[config.mk]
export PLATFORM = sky130hd
export DESIGN_NAME = bulls_cows_n
export DESIGN_NICKNAME = d
export VERILOG_FILES = /design/src/rtl/bulls_cows_n.sv
export SDC_FILE = /design/constraint.sdc
export NUM_CORES = 1
export LEC_CHECK = 0
export ABC_AREA = 1
export BUFFER_PORTS_ARGS = -buffer_cell sky130_fd_sc_hd__clkbuf_2
export CORE_UTILIZATION = 35
export CTS_CLUSTER_DIAMETER = 200
export DETAILED_ROUTE_END_ITERATION = 10
export GPL_TIMING_DRIVEN = 0
export SLEW_MARGIN = 20
export SYNTH_ARGS = -nofsm -noshare
export SYNTH_HDL_FRONTEND = slang
export SYNTH_SLANG_ARGS = --single-unit
[constraint.sdc]
create_clock -name clock -period 3.02 [get_ports clock]
set_input_delay 0.604 -clock clock [delete_from_list [all_inputs] [get_ports clock]]
set_output_delay 0.604 -clock clock [all_outputs]
set_load 0.1 [all_outputs]
[src/rtl/bulls_cows_n.sv]
// bulls_cows_n: parametrised N-player, N-digit Bulls & Cows game controller.
// Each player sets a secret and then guesses the secret of the next player.
// Secrets and guesses are checked for range and distinct digits, and an
// invalid one gives a one-cycle reject pulse. The block counts the accepted
// guesses in each round and keeps a saturating win score for each player.
// The outputs are raw status only. Display encoding is done downstream.
//
// Optional feature: define BC_ATTEMPT_LIMIT_EN to end a round in DRAW when
// the accepted-guess count reaches MAX_ATTEMPTS without a winner.
//
// state | meaning
// ------+-----------------------------------------------------------
// 0     | SECRET: player enters a secret; the last player moves to GUESS
// 1     | GUESS : player guesses the secret of player (player+1)%N
// 2     | RESULT: bulls/cows shown; tick passes the turn to the next player
// 3     | WIN   : player is the winner; tick starts a new round
// 4     | DRAW  : attempt limit reached; tick starts a new round
module bulls_cows_n #(
   parameter int NUM_DIGITS   = 4,
   parameter int DIGIT_W      = 4,
   parameter int BASE         = 10,
   parameter int NUM_PLAYERS  = 2,
   parameter int SCORE_W      = 8,
   parameter int ATT_W        = 8,
   parameter int MAX_ATTEMPTS = 20,
   localparam int PW = (NUM_PLAYERS > 2) ? $clog2(NUM_PLAYERS) : 1,
   localparam int CW = $clog2(NUM_DIGITS + 1),
   localparam int GW = NUM_DIGITS * DIGIT_W
) (
   input  logic                           clock,
   input  logic                           reset_n,
   input  logic [GW-1:0]                  guess,
   input  logic                           confirm,
   output logic [2:0]                     state,
   output logic [PW-1:0]                  player,
   output logic [CW-1:0]                  bulls,
   output logic [CW-1:0]                  cows,
   output logic                           reject,
   output logic [ATT_W-1:0]               attempts,
   output logic [NUM_PLAYERS*SCORE_W-1:0] scores
);

   typedef enum logic [2:0] {
      S_SECRET = 3'd0,
      S_GUESS  = 3'd1,
      S_RESULT = 3'd2,
      S_WIN    = 3'd3,
      S_DRAW   = 3'd4
   } state_t;

   state_t                           state_q, state_d;
   logic [PW-1:0]                    player_q, player_d;
   logic [CW-1:0]                    bulls_q, bulls_d;
   logic [CW-1:0]                    cows_q, cows_d;
   logic                             reject_q, reject_d;
   logic [ATT_W-1:0]                 attempts_q, attempts_d;
   logic [NUM_PLAYERS*SCORE_W-1:0]   scores_q, scores_d;
   logic [GW-1:0]                    secret_q [NUM_PLAYERS];
   logic [GW-1:0]                    secret_d [NUM_PLAYERS];
   logic                             confirm_q;

   logic             tick;
   logic             guess_ok;
   logic [PW-1:0]    next_player;
   logic [GW-1:0]    target;
   logic [CW-1:0]    bulls_calc;
   logic [CW-1:0]    cows_calc;
   logic [ATT_W-1:0] att_inc;

   function automatic logic [DIGIT_W-1:0] digit(input logic [GW-1:0] v, input int i);
      return v[i*DIGIT_W +: DIGIT_W];
   endfunction

   assign tick = confirm & ~confirm_q;

   // Turn rotation. The same wrap is used to select the guess target and to pass the turn on.
   assign next_player = (player_q == PW'(NUM_PLAYERS - 1)) ? '0 : player_q + PW'(1);
   assign target      = secret_q[next_player];
   assign att_inc     = (attempts_q == '1) ? attempts_q : attempts_q + ATT_W'(1);

   // Validity check: every digit is in range and all digits are pairwise distinct.
   always_comb begin
      guess_ok = 1'b1;
      for (int i = 0; i < NUM_DIGITS; i++) begin
         if (32'(digit(guess, i)) >= BASE) guess_ok = 1'b0;
         for (int j = i + 1; j < NUM_DIGITS; j++) begin
            if (digit(guess, i) == digit(guess, j)) guess_ok = 1'b0;
         end
      end
   end

   // Score the guess against the target. The sum never exceeds NUM_DIGITS, so CW bits are enough.
   always_comb begin
      logic hit;
      bulls_calc = '0;
      cows_calc  = '0;
      hit        = 1'b0;
      for (int i = 0; i < NUM_DIGITS; i++) begin
         if (digit(guess, i) == digit(target, i)) bulls_calc = bulls_calc + CW'(1);
         hit = 1'b0;
         for (int j = 0; j < NUM_DIGITS; j++) begin
            if (j != i && digit(guess, i) == digit(target, j)) hit = 1'b1;
         end
         if (hit) cows_calc = cows_calc + CW'(1);
      end
   end

   // Next-state and output decode. Every action happens only on a confirm tick.
   always_comb begin
      state_d    = state_q;
      player_d   = player_q;
      bulls_d    = bulls_q;
      cows_d     = cows_q;
      reject_d   = 1'b0;
      attempts_d = attempts_q;
      scores_d   = scores_q;
      for (int p = 0; p < NUM_PLAYERS; p++) secret_d[p] = secret_q[p];

      if (tick) begin
         unique case (state_q)
            S_SECRET: begin
               if (!guess_ok) begin
                  reject_d = 1'b1;
               end else begin
                  for (int p = 0; p < NUM_PLAYERS; p++) begin
                     if (PW'(p) == player_q) secret_d[p] = guess;
                  end
                  player_d = next_player;
                  if (player_q == PW'(NUM_PLAYERS - 1)) state_d = S_GUESS;
               end
            end
            S_GUESS: begin
               if (!guess_ok) begin
                  reject_d = 1'b1;
               end else begin
                  bulls_d    = bulls_calc;
                  cows_d     = cows_calc;
                  attempts_d = att_inc;
                  if (bulls_calc == CW'(NUM_DIGITS)) begin
                     state_d = S_WIN;
                     for (int p = 0; p < NUM_PLAYERS; p++) begin
                        if (PW'(p) == player_q &&
                            scores_q[p*SCORE_W +: SCORE_W] != '1) begin
                           scores_d[p*SCORE_W +: SCORE_W] =
                              scores_q[p*SCORE_W +: SCORE_W] + SCORE_W'(1);
                        end
                     end
`ifdef BC_ATTEMPT_LIMIT_EN
                  end else if (att_inc == ATT_W'(MAX_ATTEMPTS)) begin
                     state_d = S_DRAW;
`endif
                  end else begin
                     state_d = S_RESULT;
                  end
               end
            end
            S_RESULT: begin
               player_d = next_player;
               state_d  = S_GUESS;
            end
            S_WIN, S_DRAW: begin
               state_d    = S_SECRET;
               player_d   = '0;
               attempts_d = '0;
               bulls_d    = '0;
               cows_d     = '0;
            end
            default: state_d = S_SECRET;
         endcase
      end
   end

`ifndef BC_ATTEMPT_LIMIT_EN
   // Without the attempt limit the round length is unbounded and MAX_ATTEMPTS has no effect.
   logic unused_max_attempts;
   assign unused_max_attempts = (MAX_ATTEMPTS > 0);
`endif

   // State register. Asserting reset clears the whole game, including the scores.
   always_ff @(posedge clock or negedge reset_n) begin
      if (!reset_n) begin
         state_q    <= S_SECRET;
         player_q   <= '0;
         bulls_q    <= '0;
         cows_q     <= '0;
         reject_q   <= 1'b0;
         attempts_q <= '0;
         scores_q   <= '0;
         confirm_q  <= 1'b0;
         for (int p = 0; p < NUM_PLAYERS; p++) secret_q[p] <= '0;
      end else begin
         state_q    <= state_d;
         player_q   <= player_d;
         bulls_q    <= bulls_d;
         cows_q     <= cows_d;
         reject_q   <= reject_d;
         attempts_q <= attempts_d;
         scores_q   <= scores_d;
         confirm_q  <= confirm;
         for (int p = 0; p < NUM_PLAYERS; p++) secret_q[p] <= secret_d[p];
      end
   end

   assign state    = state_q;
   assign player   = player_q;
   assign bulls    = bulls_q;
   assign cows     = cows_q;
   assign reject   = reject_q;
   assign attempts = attempts_q;
   assign scores   = scores_q;

endmodule

After elaboration in Yosys (flattened, before gate mapping)
Cells that the tools add are included.
{"block": "totals", "regBits": 68, "elab_cells": 130, "out_inout_bits": 35}
{"block": "classes", "add_sub_neg": 10, "reduce_logical": 15, "bitwise_logic": 4, "n_mux": 51, "n_lt_le_gt_ge": 5, "eq_ne": 34}
{"cell": "$eq 4x4->1", "n": 22}
{"cell": "$mux 16", "n": 3}
{"cell": "$mux 3", "n": 11}
{"cell": "$mux 1", "n": 30}
{"cell": "$add 8x1->8 const B", "n": 3}
{"cell": "$add 3x1->3 const B", "n": 6}
{"cell": "$ge 4x4->1 const B", "n": 4}
{"cell": "$mux 8", "n": 2}
{"cell": "$ne 8x8->1 const B", "n": 2}
{"cell": "$pmux 8 s2", "n": 1}
{"cell": "$reduce_and 4->1", "n": 4}
{"cell": "$pmux 3 s2", "n": 2}
{"cell": "$reduce_and 5->1", "n": 2}
{"cell": "$pmux 3 s3", "n": 1}
{"cell": "$eq 8x8->1 const B", "n": 1}
{"cell": "$ne 2x2->1 const B", "n": 4}
{"cell": "$eq 3x2->1 const B", "n": 2}
{"cell": "$eq 3x3->1 const B", "n": 2}
{"cell": "$reduce_and 3->1", "n": 2}
{"cell": "$reduce_or 2->1", "n": 2}
{"cell": "$eq 3x1->1 const B", "n": 1}
{"cell": "$logic_not 3->1", "n": 1}
{"cell": "$pmux 1 s3", "n": 1}
{"cell": "$reduce_bool 3->1", "n": 1}
{"cell": "7 further kinds", "n": 9}

Longest topological paths before layout
Gate-level depths: netlist of the first run.
{"block": "depth", "word_depth": 19, "mapped_depth": 25, "mapped_depth_nobuf": 23}

Least setup slack after synthesis of the first run
Ideal clock, no wire load.
{"block": "synth_timing", "kind": "register to register", "startpoint": "reg player_q (netlist: player)", "endpoint": "reg scores_q[14] (netlist: scores[14])", "arrival_time_ps": 3361, "path_stages_with_launch": 22, "n_path_buf": 2, "required_ps": 2897, "slack_ps": -464, "path_cell_list": "dfrtp_1 inv_2 buf_6 buf_6 nand2_1 nand2_1 xor2_1 nand3_1 inv_1 ha_1 nand3_1 nand2_2 inv_1 ha_1 nand2_1 nand2_1 nor2_2 nand2_2 nor2_8 nand2_4 nand2_1 nand2_1"}
{"block": "synth_between", "elab_chain_cells": 16, "elab_cells_between_ends": 20, "classes_between": "add/sub (4); eq/ne (5); mux (8); bitwise (1); reduce/logical (2)"}
{"element": "start: declaration", "line_no": "52", "rtl": "logic [PW-1:0] player_q, player_d;"}
{"element": "start signal: assignment", "line_no": "193", "rtl": "player_q <= player_d;"}
{"element": "$add 1x1->1", "line_no": "77", "rtl": "assign next_player = (player_q == PW'(NUM_PLAYERS - 1)) ? '0 : player_q + PW'(1);"}
{"element": "$mux 1", "line_no": "77"}
{"element": "$not 1->2 (implied by the code)", "line_no": "78", "rtl": "assign target = secret_q[next_player];"}
{"element": "$mux 16 (implied by the code) (3 in a row)", "line_no": "78"}
{"element": "$eq 4x4->1"}
{"element": "$mux 1", "line_no": "99", "rtl": "if (digit(guess, i) == digit(target, i)) bulls_calc = bulls_calc + CW'(1);"}
{"element": "$add 3x1->3", "line_no": "99"}
{"element": "$mux 3", "line_no": "99"}
{"element": "$add 3x1->3", "line_no": "99"}
{"element": "$mux 3", "line_no": "99"}
{"element": "$add 3x1->3", "line_no": "99"}
{"element": "$mux 3", "line_no": "99"}
{"element": "$eq 3x3->1", "line_no": "139", "rtl": "if (bulls_calc == CW'(NUM_DIGITS)) begin"}
{"element": "$reduce_and 5->1 (no line) (*)"}
{"element": "end signal: assignment", "line_no": "198", "rtl": "scores_q <= scores_d;"}
{"element": "end: declaration", "line_no": "57", "rtl": "logic [NUM_PLAYERS*SCORE_W-1:0] scores_q, scores_d;"}
Mark *: on every way between the ends. The rest lies on a longest branch, timed or not. The select of a mux whose other input is x is not followed.
A chain may end at the register's enable or synchronous reset.

Worst setup path after layout of the first run
{"block": "layout_timing", "startpoint": "reg player_q (netlist: player)", "endpoint": "reg scores_q[15] (netlist: scores[15])"}
The elaborated chain is that of the path after synthesis.

==> flow_metrics.tcl, run 1 <==
set metrics [dict create \
    outcome "finished, final reports clean" \
    fp.dieW_um 119 \
    layout_min_cycle_time_ns 2.89 \
    fin_crit_sh_pct 95.8 \
    ir_drop_mv 0.369 \
    start_kind "flip-flop" \
    slew_violations 0 \
    yosys.area.top_type "dfrtp_1" \
    grt_pass1_wl_um 21200 \
    area.sequential_um2 1680 \
    p_total_mw 4.56 \
    ys_ff_latch 67 \
    worst_slack_ns 0.125 \
    clk_pin_slew_ns 0.05 \
    grt_usage_pct 19.1 \
    drive_gt1_share_pct 24.5 \
    cp_max_fo 10 \
    fin_util_pct 44.6 \
    powerDensity_nw_per_um2 769 \
    pwr-share-seq_pct 27.0 \
    yosysSeqAreaShare_pct 35.1 \
    syn2layout_area_growth_pct 24.0 \
    antenna_found_initial 0 \
    r2r-start "player" \
    start_util_pct 35.9 \
    core_area_um2 13300 \
    dpl.hpwl_um 9580 \
    syn_inst 648 \
    cts_root_buffer "clkbuf_16" \
    synth-main-ff-cell "dfrtp_1" \
    dieArea_um2 14100 \
    finClkSkew_ns 0.00355 \
    end_kind "flip-flop" \
    nets 745 \
    tightest_slew_ns 0.597 \
    yosysMostFrequentCell "nand2_1" \
    synth_common_cells "182 x nand2_1, 67 x dfrtp_1, 60 x xor2_1" \
    grt_overflow 0 \
    io_pins 54 \
    relSlewSlack_pct 60.2 \
    cts_inserted_buffers 9 \
    cts_tree "done" \
    synth.area.top_cells "dfrtp_1 35%, nand2_1 14%, xor2_1 11%" \
    fill_cells 1291 \
    via_per_inst 4.99 \
    maxCapViolCount 0 \
    synth_top_area_share_pct 35.1 \
    rows 42 \
    synth.avg_cell_area_um2 7.38 \
    grt_pass1_vias 4175 \
    drt_wl_total_um 13200 \
    n_antenna_cell 0 \
    clkPwrFrac_pct 23.9 \
    async_flop_share_pct 100 \
    hold_viol 0 \
    clkSinkCount 67 \
    clockBufferDepth 2 \
    max_clock_freq_ghz 0.345 \
    synth_nets 676 \
    multi_input_area_um2 2920 \
    r2r_slack_ns 0.13 \
    p_sw_mw 1.88 \
    drcViolationCount 0 \
    setup_viol 0 \
    chipHeight_um 119 \
    wire_per_inst_um 14.7 \
    h-tree-depth 3 \
    reg2regPathDepth 22 \
    placed_cells 862 \
    synthesis.area_um2 4780 \
    finalNonFillerCells 897 \
    yosysWarnings 0 \
    p_sw_share_pct 41.2 \
    gp_congestion 0.936 \
    synth-edff-count 0 \
    crit_type "reg2reg" \
    yosysUniqueCellTypes 33 \
    drtAntennaViolNets 0 \
    insertion_delay_ns 0.33 \
    post-place-ws_ns -0.323 \
    power.leakage_nw 3.00 \
    dr.pass1.iters 5 \
    reg2reg_to "scores[15]" \
    combPwrFrac_pct 49.2 \
    p_int_mw 2.68 \
    cp.arrival_ns 3.11 \
    drt_iter0_markers 319 \
    cp.required_ns 3.24 \
    grt_max_degree 37 \
    vias 4477 \
    hold_class "in2async" \
    portBuffers 37 \
    fin_tns_setup_ns 0 \
]
==> cells in the final DEF (no fill, tap or decap), types with 2 or more instances in the layout <==
cell and n:
a21oi_1 3, a21oi_2 2, buf_12 4, buf_2 16, buf_4 21, clkbuf_1 4
clkbuf_16 9, clkbuf_2 38, clkbuf_8 4, clkinv_1 2, dfrtp_1 66, ha_1 7
ha_4 2, inv_1 52, inv_2 8, nand2_1 161, nand2_2 33, nand2_4 10
nand3_1 52, nand3_2 7, nand3b_1 4, nand4_1 23, nor2_1 30, nor2_2 2
nor2_4 8, nor3_1 3, o21ai_0 30, o21ai_1 24, xnor2_1 20, xor2_1 59
==> registers in the layout, summed over array words and instances, names as in the netlist <==
register	count
reject	1
attempts	8
player	1
secret_q	32
scores	16
cows	3
bulls	3
confirm_q	1
state	2
==> power by group through the flow <==
stage	Combinational (mW)	Sequential (mW)	Clock, mW
3_3_place_gp	1.84	1.22	0
6_report	2.24	1.23	1.09
2_1_floorplan	1.40	1.31	0
5_1_grt	2.47	1.25	1.15
3_5_place_dp	1.89	1.23	0
4_1_cts	2.03	1.22	1.11
==> cell families after synthesis <==
family / Yosys count / synth area share [%]
adders and majority gates: 9 / 2.36
other: 1 / 0.0785
xor gates and xnor gates: 80 / 14.7
DFF: 67 / 35.1
and+or+nand+nor: 340 / 33.1
AOI/OAI and AO/OA: 60 / 6.34
buffers and inverters: 91 / 8.40
==> layer usage <==
| metal | track usage (%) | routed length (µm) | share of wire (%) |
|---|---|---|---|
| met4 | 8.54 | 356 | 2.7 |
| met5 | 0 | 0 | 0 |
| met1 | 25.3 | 6110 | 46 |
| met2 | 31.1 | 6170 | 47 |
| met3 | 2.59 | 568 | 4.3 |
==> through the flow <==
stage / instance area, µm² / hold WS (ns)
floorplan: 4820 / 0.308
global placement: 5230 / 0.458
detailed placement: 5250 / 0.463
CTS: 5700 / 0.270
global route: 5930 / 0.292
finish: 5930 / 0.254
==> worst max path at each step <==
stage | slack [ns] | endpoint | startpoint
floorplan | 0.007 | scores[14] | player
global placement | -0.26 | scores[1] | player
detailed placement | -0.32 | scores[1] | player
CTS | 0.002 | scores[9] | player
global route | -0.03 | scores[7] | player
finish | 0.13 | scores[15] | player
==> final cells by class <==
| cell class | count | share of cell area (%) |
|---|---|---|
| plain buffers | 27 | 3.02 |
| clock buffers | 14 | 4.79 |
| clock inverters | 1 | 0.507 |
| inverters | 63 | 4.03 |
| multi-input cells | 491 | 49.3 |
| flip-flops and latches | 67 | 28.4 |
| well taps | 176 | 3.72 |
| repair buffers | 58 | 6.31 |
==> worst max-delay path, stage by stage, from the launching register on <==
cell	delay, ns
dfrtp_4	0.50
buf_8	0.14
buf_12	0.13
nand2_2	0.06
nand2_2	0.06
xor2_1	0.15
a21oi_2	0.15
nand3_2	0.12
inv_2	0.09
ha_4	0.21
inv_1	0.07
nand2_2	0.06
nand2_2	0.08
inv_2	0.05
ha_4	0.21
nand2_4	0.07
nand2_4	0.07
nor2_4	0.08
nand2_2	0.08
nor2_8	0.16
nand2_8	0.09
nand2_2	0.09
nand2_1	0.05
==> repair_timing <==
item | CTS | global route
pin swaps | 9 | 24
setup buffers | 8 | 12
gates cloned | 0 | 1
resized for setup | 16 | 37
hold buffers | 0 | 0
setup endpoints to repair | 17 | 16
(Power assumes the default switching activity.)
==> run 2, diff against run 1 <==
CORE_UTILIZATION = 45   (was 35)
PLACE_DENSITY = 0.66   (was unset)
==> flow_metrics.tcl, run 2 (same netlist as run 1, synthesis figures left out) <==
set metrics [dict create \
    cp_slowest_cell "dfrtp_4" \
    drt_iter0_markers 286 \
    fill_cells 953 \
    antenna_found_initial 0 \
    syn2layout_area_growth_pct 23.0 \
    power.leakage_nw 3.01 \
    top_register "secret_q" \
    layout_min_cycle_time_ns 2.94 \
    vias 4446 \
    cp.arrival_ns 3.19 \
    timing.critical_path.max_delay_family "simple AND/OR/NAND/NOR gates" \
    slew_violations 0 \
    end_kind "flip-flop" \
    hold_viol 0 \
    fin_crit_sh_pct 97.4 \
    cp.required_ns 3.27 \
    grt_usage_pct 23.9 \
    critPathMaxStageDelay_ns 0.53 \
    crit_type "reg2reg" \
    grt_pass1_vias 4129 \
    h-tree-depth 3 \
    grt_max_degree 42 \
    via_per_inst 5.15 \
    max_clock_freq_ghz 0.340 \
    powerDensity_nw_per_um2 762 \
    finClkSkew_ns 0.0126 \
    cp_max_fo 7 \
    wire_per_inst_um 15.0 \
    start_util_pct 46.3 \
    core_area_um2 10300 \
    maxCapViolCount 0 \
    drtAntennaViolNets 0 \
    grt_pass1_wl_um 20600 \
    rows 37 \
    drcViolationCount 0 \
    dieArea_um2 11000 \
    tightest_slew_ns 0.550 \
    gp_congestion 0.913 \
    postPlaceCellArea_um2 5200 \
    fp.dieW_um 105 \
    cts_inserted_buffers 9 \
    top_usage_layer "met2" \
    largest_register_ffs 32 \
    dr.pass1.iters 5 \
    start_kind "flip-flop" \
    dpl.hpwl_um 9310 \
    cts_tree "done" \
    clk_pin_slew_ns 0.08 \
    met1_usage_pct 31.7 \
    hold_class "in2async" \
    path_cells "buf_8, clkbuf_16, nand2_1, nand2_4, xor2_1, nand3_1, inv_2, ha_4, nand3_4, nand2_4, inv_4, ha_4, nand2_4, nand2_4, nor2_4, nand2_4, nor2_8, nand2_4, nand2_2, nand2_1" \
    ir_drop_mv 0.577 \
    final_cell_area_um2 5880 \
    clockBufferDepth 2 \
    n_antenna_cell 0 \
    drive_gt1_share_pct 25.0 \
    grt_overflow 0 \
    fin_tns_setup_ns 0 \
    use_met3_pct 3.74 \
    relSlewSlack_pct 63.5 \
    final_common_cell "nand2_1" \
    crit_top_cell "nand2_4" \
    rsz0062_at_grt "yes" \
    chipHeight_um 105 \
    io_pins 54 \
    drt_wl_total_um 12900 \
    insertion_delay_ns 0.35 \
    nets 750 \
    clkSinkCount 67 \
    most-common-layout-cells "160 x nand2_1, 66 x dfrtp_1, 60 x xor2_1" \
    cts_hold_buffers 0 \
    portBuffers 37 \
    setup_viol 0 \
    grtUsageMet2_pct 40.4 \
    outcome "finished, final reports clean" \
    cts_root_buffer "clkbuf_8" \
    crit_buf_inv 4 \
]
-- run 2: cell types whose count changed in the layout (fill, tap and decap cells not counted), sizes merged --
cell,delta
clkbuf,-3
clkinv,+2
clkinvlp,+2
inv,-1
bufinv,+2
buf,+4
-- run 2: cell type report --
class                           instances  area [µm²]  share of cell area [%]
Multi-Input combinational cell        491        2940                    50.0
Buffer                                 27         174                    2.96
Clock buffer                           10         128                    2.17
Sequential cell                        67        1680                    28.6
Inverter                               63         254                    4.32
Clock inverter                          6         114                    1.94
Timing Repair Buffer                   63         417                    7.09
Tap cell                              136         170                    2.89
-- run 2: per-layer routing --
layer | vias to the layer above | share of wire, %
met5 | - | 0
met4 | 0 | 1.6
met3 | 17 | 4.2
met2 | 104 | 49
met1 | 2116 | 45
li1 | 2209 | -
-- run 2: report_power, final --
group / switching [mW] / internal, mW
Sequential: 0.140 / 1.09
Clock: 0.369 / 0.550
Combinational: 1.42 / 0.908
-- run 2: final timing paths --
| kind | slack, ns | end | cells past startpoint | from |
|---|---|---|---|---|
| max reg2reg | 0.08 | scores[12] | 20 | player |
| max in group asynchronous | 2.24 | secret_q[6] | 2 | reset_n |
| min in group clock | 0.39 | confirm_q | 1 | confirm |
| max | 0.08 | scores[12] | 20 | player |
| min | 0.21 | attempts[5] | 1 | reset_n |
| min reg2reg | 0.49 | cows[1] | 2 | cows[1] |
-- run 2: per-stage QoR --
step / worst slack, ns / utilization (%) / std cells / hold slack [ns] / power, mW
6_report: 0.0787 / 56.9 / 863 / 0.214 / 4.48
5_1_grt: -0.0597 / 56.9 / 863 / 0.231 / 4.79
4_1_cts: 0.0126 / 53.4 / 844 / 0.224 / 4.10
3_5_place_dp: -0.162 / 50.4 / 822 / 0.473 / 3.11
3_3_place_gp: -0.120 / 50.2 / 821 / 0.458 / 3.05
2_1_floorplan: 0.00740 / - / 648 / 0.308 / 2.71
-- run 2: timing repair --
action,in CTS,in global routing
gates resized for setup,11,51
setup endpoints to repair,16,17
cloned,1,1
pin swaps,5,28
setup buffers,6,18
